==> src/rtl/imm_extend_arbiter.sv <==
// Shared immediate extender: round-robin arbitration between two requesters,
// one-entry output register with a valid/ready handshake.
module imm_extend_arbiter #(
  parameter int unsigned BR_SHIFT = 2
) (
  input  logic        clk,
  input  logic        rst_n,
  input  logic        a_valid,
  output logic        a_ready,
  input  logic [15:0] a_imm,
  input  logic [1:0]  a_mode,
  input  logic        b_valid,
  output logic        b_ready,
  input  logic [15:0] b_imm,
  input  logic [1:0]  b_mode,
  output logic        out_valid,
  input  logic        out_ready,
  output logic [31:0] out_data,
  output logic        out_src
);

  typedef enum logic {
    EMPTY = 1'b0,
    FULL  = 1'b1
  } state_t;

  localparam logic SRC_A = 1'b0;
  localparam logic SRC_B = 1'b1;

  state_t      state, state_nxt;
  logic        last_grant, last_grant_nxt;
  logic [31:0] data_nxt;
  logic        src_nxt;
  logic        can_load;
  logic        grant_b;

  function automatic logic [31:0] extend_imm(input logic [15:0] imm, input logic [1:0] mode);
    logic [31:0] sext;
    sext = {{16{imm[15]}}, imm};
    case (mode)
      2'b00:   extend_imm = sext;
      2'b01:   extend_imm = {16'h0000, imm};
      2'b10:   extend_imm = sext << BR_SHIFT;
      default: extend_imm = {imm, 16'h0000};
    endcase
  endfunction

  always_ff @(posedge clk or negedge rst_n) begin
    if (!rst_n) begin
      state      <= EMPTY;
      last_grant <= SRC_B;
      out_data   <= 32'h0;
      out_src    <= SRC_A;
    end else begin
      state      <= state_nxt;
      last_grant <= last_grant_nxt;
      out_data   <= data_nxt;
      out_src    <= src_nxt;
    end
  end

  // B wins only when A is idle or A was the last one served.
  always_comb begin
    can_load       = (state == EMPTY) || out_ready;
    grant_b        = b_valid && (!a_valid || (last_grant == SRC_A));
    a_ready        = rst_n && can_load && a_valid && !grant_b;
    b_ready        = rst_n && can_load && grant_b;
    out_valid      = (state == FULL);
    state_nxt      = state;
    last_grant_nxt = last_grant;
    data_nxt       = out_data;
    src_nxt        = out_src;
    if (a_ready) begin
      data_nxt       = extend_imm(a_imm, a_mode);
      src_nxt        = SRC_A;
      state_nxt      = FULL;
      last_grant_nxt = SRC_A;
    end else if (b_ready) begin
      data_nxt       = extend_imm(b_imm, b_mode);
      src_nxt        = SRC_B;
      state_nxt      = FULL;
      last_grant_nxt = SRC_B;
    end else if ((state == FULL) && out_ready) begin
      state_nxt = EMPTY;
    end
  end

endmodule

==> config.mk <==
export PLATFORM = sky130hd
export DESIGN_NAME = imm_extend_arbiter
export DESIGN_NICKNAME = d
export VERILOG_FILES = /design/src/rtl/imm_extend_arbiter.sv
export SDC_FILE = /design/constraint.sdc
export NUM_CORES = 1
export LEC_CHECK = 0
export ABC_AREA = 1
export CORE_MARGIN = 10
export CORE_UTILIZATION = 51
export CTS_BUF_LIST = sky130_fd_sc_hd__clkbuf_16
export DETAILED_ROUTE_END_ITERATION = 6
export PLACE_DENSITY = 0.86
export SKIP_LAST_GASP = 1
export SYNTH_ARGS = -nofsm -noshare
export SYNTH_HDL_FRONTEND = slang
export SYNTH_SLANG_ARGS = --single-unit
==> constraint.sdc <==
create_clock -name clk -period 2.7 [get_ports clk]
set_input_delay 0.27 -clock clk [delete_from_list [all_inputs] [get_ports clk]]
set_output_delay 0.27 -clock clk [all_outputs]
set_load 0.02 [all_outputs]
### After elaboration in Yosys (flattened, before gate mapping)

Cells that the tools add are included.

| storage, ports and cells | value |
|---|---|
| output and inout bits | 36 |
| bits in registers | 35 |
| input port bits | 41 |

| operators by class | value |
|---|---|
| eq/ne operators | 4 |
| reductions and logical operators | 14 |
| bitwise operators | 2 |
| mux-type cells | 9 |

Operators with widths:

| kind | count |
|---|---|
| case mux 32 bit (3 select lines) | 2 |
| two-way mux 32 bit | 2 |
| logical AND 1 bit | 6 |
| two-way mux 1 bit | 5 |
| == test 2 x 1 -> 1 bit (second input constant) | 2 |
| == test 2 bit (second input constant) | 2 |
| zero test 2 bit | 2 |
| nonzero test 3 bit | 1 |
| zero test 1 bit | 2 |
| logical OR 1 bit | 2 |
| NOT 1 bit | 2 |
| nonzero test 2 bit | 1 |

### Longest topological paths before layout

Gate-level depths: netlist of run 1.

| logic depth | value |
|---|---|
| depth in word-level cells | 6 |
| mapped depth | 10 |
| mapped depth without buffers | 8 |

### Worst setup path after synthesis of run 1

No wires, ideal clock.

| timing path | value |
|---|---|
| kind | flip-flop to flip-flop |
| from | reg state (netlist: out_valid) |
| to | reg out_data[24] |
| setup time | 0.117 ns |
| stages on the path, launching flop included | 8 |
| path buffers | 1 |
| arrival time | 1.300 ns |
| slack | 1.282 ns |
| data required time | 2.583 ns |
| cells stage by stage | dfrtp_1 > nand2_2 > nand3_1 > nor2_2 > buf_2 > nand2_1 > nand3_1 > nand2_1 |

| between the ends | value |
|---|---|
| longest elaborated chain between the ends | 6 |
| elaborated cells between the ends (all ways) | 8 |

Ends and longest elaborated chain:

| item | RTL line | text |
|---|---|---|
| start: declaration | 30 | `state_t state, state_nxt;` |
| start signal: assignment | 55 | `state <= state_nxt;` |
| NOT 1 bit * | 64 | `can_load = (state == EMPTY) \|\| out_ready;` |
| logical OR 1 bit * | 64 |  |
| logical AND 1 bit * (3 in a row) | 66 | `a_ready = rst_n && can_load && a_valid && !grant_b;` |
| named net a_ready | 9 | `output logic a_ready,` |
| two-way mux 32 bit or nonzero test 2 bit (tied branches) | -- |  |
| end signal: assignment | 57 | `out_data <= data_nxt;` |
| end: declaration | 18 | `output logic [31:0] out_data,` |

The timed path passes the listed nets; every way through them passes the cells marked *.
A chain may end at the register's enable or synchronous reset.

### Worst setup path in the final report of run 1

| timing path | value |
|---|---|
| from | in rst_n |
| to | out a_ready |

| between the ends | value |
|---|---|
| longest elaborated chain between the ends | 3 |

Ends and longest elaborated chain:

| item | RTL line | text |
|---|---|---|
| start: declaration | 7 | `input logic rst_n,` |
| logical AND 1 bit (3 in a row) | 66 |  |
| end: declaration | 9 |  |

Every way passes these cells.

==> results of run 1 <==
layer usage:
layer  GRT usage [%]  part of all wire [%]
met4           5.614                   1.4
met2           30.35                    47
met1           23.54                    44
met5               0                     0
met3           2.993                   7.5
final timing paths:
check / startpoint / to / depth (start not counted)
min in group clk: last_grant / last_grant / 2
max reg2reg: last_grant / out_data[19] / 8
min: rst_n / out_data[0] / 2
max: rst_n / a_ready / 5
min reg2reg: last_grant / last_grant / 2
max in group asynchronous: rst_n / last_grant / 3
state kept, by name, summed over array words and instances (netlist names):
name	flops
out_src	1
out_valid	1
last_grant	1
out_data	32
layout make-up:
cell class	count	area (um2)
fill	425	1320
multi-input combinational	307	1284
sequential	35	877.1
timing repair buffer	83	810.8
inverter	73	274.0
clock buffer	5	125.1
tap	67	83.83
clock inverter	3	11.26
cell families (layout without fill, tap and decap cells):
logic type             Yosys count  after routing  synth area share, %
AND/OR/NAND/NOR                278            278                44.54
buffers and inverters           97            164                15.47
flip-flops                      35             35                34.31
AO/OA/AOI/OAI                   29             29                5.678
per-stage QoR:
| stage | setup slack, ns | power, mW | hold slack, ns |
|---|---|---|---|
| global placement | 0.5996 | 1.525 | 0.1601 |
| finish | 0.2961 | 2.064 | 0.4078 |
| floorplan | 1.282 | 1.144 | -0.02559 |
| CTS | 0.2902 | 2.070 | 0.4119 |
| global route | 0.2119 | 2.180 | 0.4297 |
| detailed placement | 0.5845 | 1.541 | 0.1664 |
cell usage in the layout (no fill, tap or decap), drive strengths merged:
cell / synthesis / final
buf: 18 / 7
clkbuf: 6 / 5
clkdlybuf4s50: 0 / 75
dfrtp: 34 / 34
dfstp: 1 / 1
dlygate4sd3: 0 / 1
inv: 73 / 76
nand2: 213 / 213
nand3: 57 / 57
nand4: 2 / 2
nor2: 6 / 6
o21ai: 29 / 29
power groups by stage:
| stage | Clock (mW) | Sequential (mW) | Combinational [mW] |
|---|---|---|---|
| floorplan | 0 | 0.861 | 0.283 |
| global placement | 0 | 0.711 | 0.814 |
| detailed placement | 0 | 0.716 | 0.825 |
| CTS | 0.530 | 0.709 | 0.830 |
| global route | 0.554 | 0.724 | 0.903 |
| finish | 0.530 | 0.709 | 0.826 |
==> run_results.csv, run 1 <==
group,metric,value,unit
flow_run,max_cap_viol_count,0,
floorplan,die_w,90.80,um
routing,vias,2887,
setup_path,path_buf_inv,3,
setup_path,cp-start-kind,"primary input",
floorplan,core_area,0.004786,mm2
yosys,async_flop_share,100.0,%
setup_path,max_stage_delay,0.64,ns
grt,grt-ovfl-total,0,
final_layout,drive_gt1_share,3.953,%
routing,dr.first_iter.drc_count,288,
timing,fin_crit_sh,89.03,%
routing,routed_via_density,5.038,
clocking,cts_buffers,5,
routing,drt_pass1_iterations,6,
grt,grt_use_total,18.27,%
clocking,root_buffer,"clkbuf_16",
floorplan,rows,25,
timing,fin_setup_tns,0,ns
yosys,synth.area.top_cells,"dfrtp_1, nand2_1, nand3_1",
routing,wl_per_cell,13.57,um
yosys,synthFlopType,"dfrtp_1",
yosys,yosys_warnings,0,
setup_path,arrival,2.13,ns
yosys,synth-edff-count,0,
setup_path,critical_path_class,"in -> out",
timing,fmax,416.0,MHz
setup_path,required,2.43,ns
yosys,ys_seq_area_share,34.31,%
floorplan,dieArea,0.008244,mm2
clocking,clk_path_buf_depth,2,
power,powerDensity,595.7,mW/mm2
clocking,cts_sinks,35,
yosys,yosys.cell_count.top_type,"nand2_1",
clocking,cts_resized,0,
final_layout,nets,546,
grt,grt_max_degree,34,
power,intPower,1.338,mW
outcome,outcome,"completed",
timing,min_period,2.404,ns
setup_path,crit_path_max_fanout,13,
timing,max_slew_margin,65.27,%
floorplan,die_h,90.80,um
routing,wirelength,7775,um
setup_path,worst_setup_path_end_kind,"output pin",
clocking,cts_setup_buffers,0,
timing,setup_viol,0,
yosys,avgSynthCellArea,5.823,um2
final_layout,fin_util,72.42,%
power,vdd_ir_drop_max,0.3358,mV
power,clkPwrFrac,25.7,%
grt,antenna_found_initial,0,
power,power_switching,0.7261,mW
setup_path,slowest_stage,"clkdlybuf4s50_1",
grt,grt_pass1_vias,2682,
clocking,cts.clk_slew.worst_paths,0.05,ns
clocking,cts_tree,"yes",
timing,drv_slew,0,
clocking,h-tree-depth,2,
placement,io_buffer_count,76,
yosys,netlist_area,0.002556,mm2
timing,tightest_slew,0.5202,ns
yosys,synth_seq_cells,35,
floorplan,initial_utilization,53.41,%
power,power_frac_seq,34.3,%
yosys,synth_top_area_share,33.28,%
final_layout,layout.cells.non_filler,573,
placement,place_area,0.003319,mm2
yosys,synth_top_cells_by_count,"nand2_1, inv_1, nand3_1",
timing,finClkSkew,0.004135,ns
yosys,synth.net_count,480,
timing,rsz0062_at_grt,"false",
power,leakage,1.950,nW
placement,dp_hpwl,5888,um
yosys,synth_cells,439,
routing,drc,0,
timing,hold_viol_final,0,
placement,dp.cells,564,
final_layout,antenna_cells,0,
placement,gp_congestion,0.8866,
yosys,synth_cell_types,18,
setup_path,cp_cell_sequence,"dlygate4sd3_1 -> buf_2 -> nand3_1 -> nor2_2 -> clkdlybuf4s50_1",
grt,grt_pass1_wl,12730,um
power,combPwrFrac,40.0,%
clocking,clkLatencyLatePin,0.28,ns
hold_path,min_path_type,"in -> async",
final_layout,final_area,0.003466,mm2
setup_path,r2r_slack,1.04,ns
power,p_sw_share,35.17,%
floorplan,design.portCount,77,
yosys,synth_top_area_cell,"dfrtp_1",
setup_path,crit_family,"buffers and inverters",
final_layout,area_growth,35.58,%
clocking,hold_buffers,1,
routing,detail-route-antenna-nets,0,
No activity file was read; power rests on OpenSTA's default activity.
==> run 2, diff against run 1 <==
--- a/config.mk
+++ b/config.mk
@@ -8,7 +8,6 @@
 export ABC_AREA = 1
 export CORE_MARGIN = 10
 export CORE_UTILIZATION = 51
-export CTS_BUF_LIST = sky130_fd_sc_hd__clkbuf_16
 export DETAILED_ROUTE_END_ITERATION = 6
 export PLACE_DENSITY = 0.86
 export SKIP_LAST_GASP = 1
==> run 2 against run 1 <==
  * Cell count did not move
  * Global-route usage fell by 0.29 points
  * Sequential share of layout area increased by 0.42 points
  * Fmax is 0.28% higher
  * Worst setup slack better by 0.0068 ns
==> run_results.csv, run 2 (same netlist as run 1, synthesis figures left out) <==
group,metric,value,unit
outcome,outcome,"completed",
clocking,cts_buffers,5,
routing,wirelength,7625,um
setup_path,worst_setup_path_end_kind,"output pin",
setup_path,timing.rr.start,"last_grant",
grt,antenna_found_initial,0,
placement,dp.cells,564,
setup_path,r2r_slack,1.05,ns
clocking,cts_tree,"yes",
final_layout,final_cell_mix,"nand2_1, clkdlybuf4s50_1, inv_1",
clocking,h-tree-depth,2,
hold_path,min_path_type,"in -> async",
timing,finClkSkew,0.007380,ns
placement,dp_hpwl,5888,um
setup_path,critical_path_class,"in -> out",
clocking,clkLatencyLatePin,0.29,ns
final_layout,layout.cells.non_filler,573,
timing,fin_crit_sh,88.78,%
final_layout,seqCellArea,877.1,um2
floorplan,initial_utilization,53.41,%
routing,wl_per_cell,13.31,um
flow_run,max_cap_viol_count,0,
timing,drv_slew,0,
placement,gp_congestion,0.8866,
floorplan,core_area,0.004786,mm2
floorplan,die_h,90.80,um
final_layout,largest_reg_flops,32,
clocking,cts.clk_slew.worst_paths,0.07,ns
timing,whs,0.3943,ns
routing,met3WireLength,538,um
setup_path,cp-start-kind,"primary input",
setup_path,crit_path_max_fanout,13,
final_layout,final_area,0.003410,mm2
timing,tightest_slew,0.5176,ns
final_layout,antenna_cells,0,
routing,drc,0,
timing,max_slew_margin,65.44,%
clocking,cts_sinks,35,
timing,fin_setup_tns,0,ns
timing,min_period,2.397,ns
routing,vias,2850,
clocking,root_buffer,"clkbuf_8",
final_layout,multi_input_area,0.001284,mm2
setup_path,r2r_end,"out_data[17]",
grt,grt_use_total,17.98,%
floorplan,design.portCount,77,
routing,dr_wl_met2,3562,um
timing,setup_viol,0,
power,leakage,1.912,nW
timing,fmax,417.2,MHz
routing,drt_pass1_iterations,5,
grt,grt-ovfl-total,0,
placement,io_buffer_count,76,
placement,place_ws,0.5845,ns
grt,grt_pass1_wl,12520,um
final_layout,nets,546,
grt,grt_pass1_vias,2645,
placement,place_area,0.003319,mm2
setup_path,worstRegToRegCells,8,
setup_path,required,2.43,ns
floorplan,dieArea,0.008244,mm2
routing,routed_via_density,4.974,
final_layout,final_common_cell,"nand2_1",
routing,detail-route-antenna-nets,0,
timing,hold_viol_final,0,
final_layout,drive_gt1_share,3.953,%
final_layout,area_growth,33.38,%
final_layout,regMostFlops,"out_data",
power,powerDensity,553.5,mW/mm2
clocking,clk_path_buf_depth,2,
routing,dr.max_layer_used,"met4",
routing,dr.first_iter.drc_count,256,
power,vdd_ir_drop_max,0.3283,mV
clocking,cts_setup_buffers,0,
timing,rsz0062_at_grt,"false",
routing,drt-met1-wl,3438,um
setup_path,arrival,2.13,ns
timing,finalWorstSetupSlack,0.3029,ns
floorplan,rows,25,
grt,grt_max_degree,34,
final_layout,nFillCells,436,
floorplan,die_w,90.80,um
-- run 2: worst max path at each step --
stage | slack [ns] | end | start
3_5_place_dp | 0.58 | a_ready | out_ready
6_report | 0.30 | a_ready | rst_n
4_1_cts | 0.29 | a_ready | rst_n
3_3_place_gp | 0.60 | a_ready | out_ready
5_1_grt | 0.21 | a_ready | rst_n
2_1_floorplan | 1.28 | out_data[24] | out_valid
-- run 2: worst max-delay path, cell delays in order --
cell	delay, ns
dlygate4sd3_1	0.52
buf_2	0.29
nand3_1	0.21
nor2_2	0.19
clkdlybuf4s50_1	0.64
-- run 2: per-stage QoR --
stage	utilization [%]	power [mW]
final	71.24	1.887
after detailed placement	69.36	1.541
after global routing	71.24	2.004
after floorplan	-	1.144
after global placement	69.36	1.525
after CTS	71.24	1.899
-- run 2: per-layer routing --
metal  vias to the layer above  GRT usage [%]
met5                         -              0
met4                         0          4.700
met3                         9          3.325
met2                       129          29.93
met1                      1261          23.19
li1                       1451              -
-- run 2: where the power goes --
part	total (mW)	internal (mW)	switching [mW]
Clock	0.358	0.183	0.175
Sequential	0.707	0.646	0.0613
Combinational	0.822	0.361	0.462
-- run 2: area by class of cell --
class,instances,share of cell area (%)
sequential,35,25.72
inverter,73,8.037
clock buffer,8,2.349
timing repair buffer,83,23.78
multi-input combinational,307,37.65
tap,67,2.459
-- run 2: timing repair --
item                                   CTS  global route
resized for setup                        0             0
hold buffers                             1             0
endpoints found under the hold margin   10             0
==> run 3, diff against run 2 <==
--- a/config.mk
+++ b/config.mk
@@ -9,6 +9,7 @@
 export CORE_MARGIN = 10
 export CORE_UTILIZATION = 51
 export DETAILED_ROUTE_END_ITERATION = 6
+export GPL_ROUTABILITY_DRIVEN = 1
 export PLACE_DENSITY = 0.86
 export SKIP_LAST_GASP = 1
 export SYNTH_ARGS = -nofsm -noshare
==> results of run 3 <==
Same layout as run 2: the final DEF is identical, and so are final timing and power.
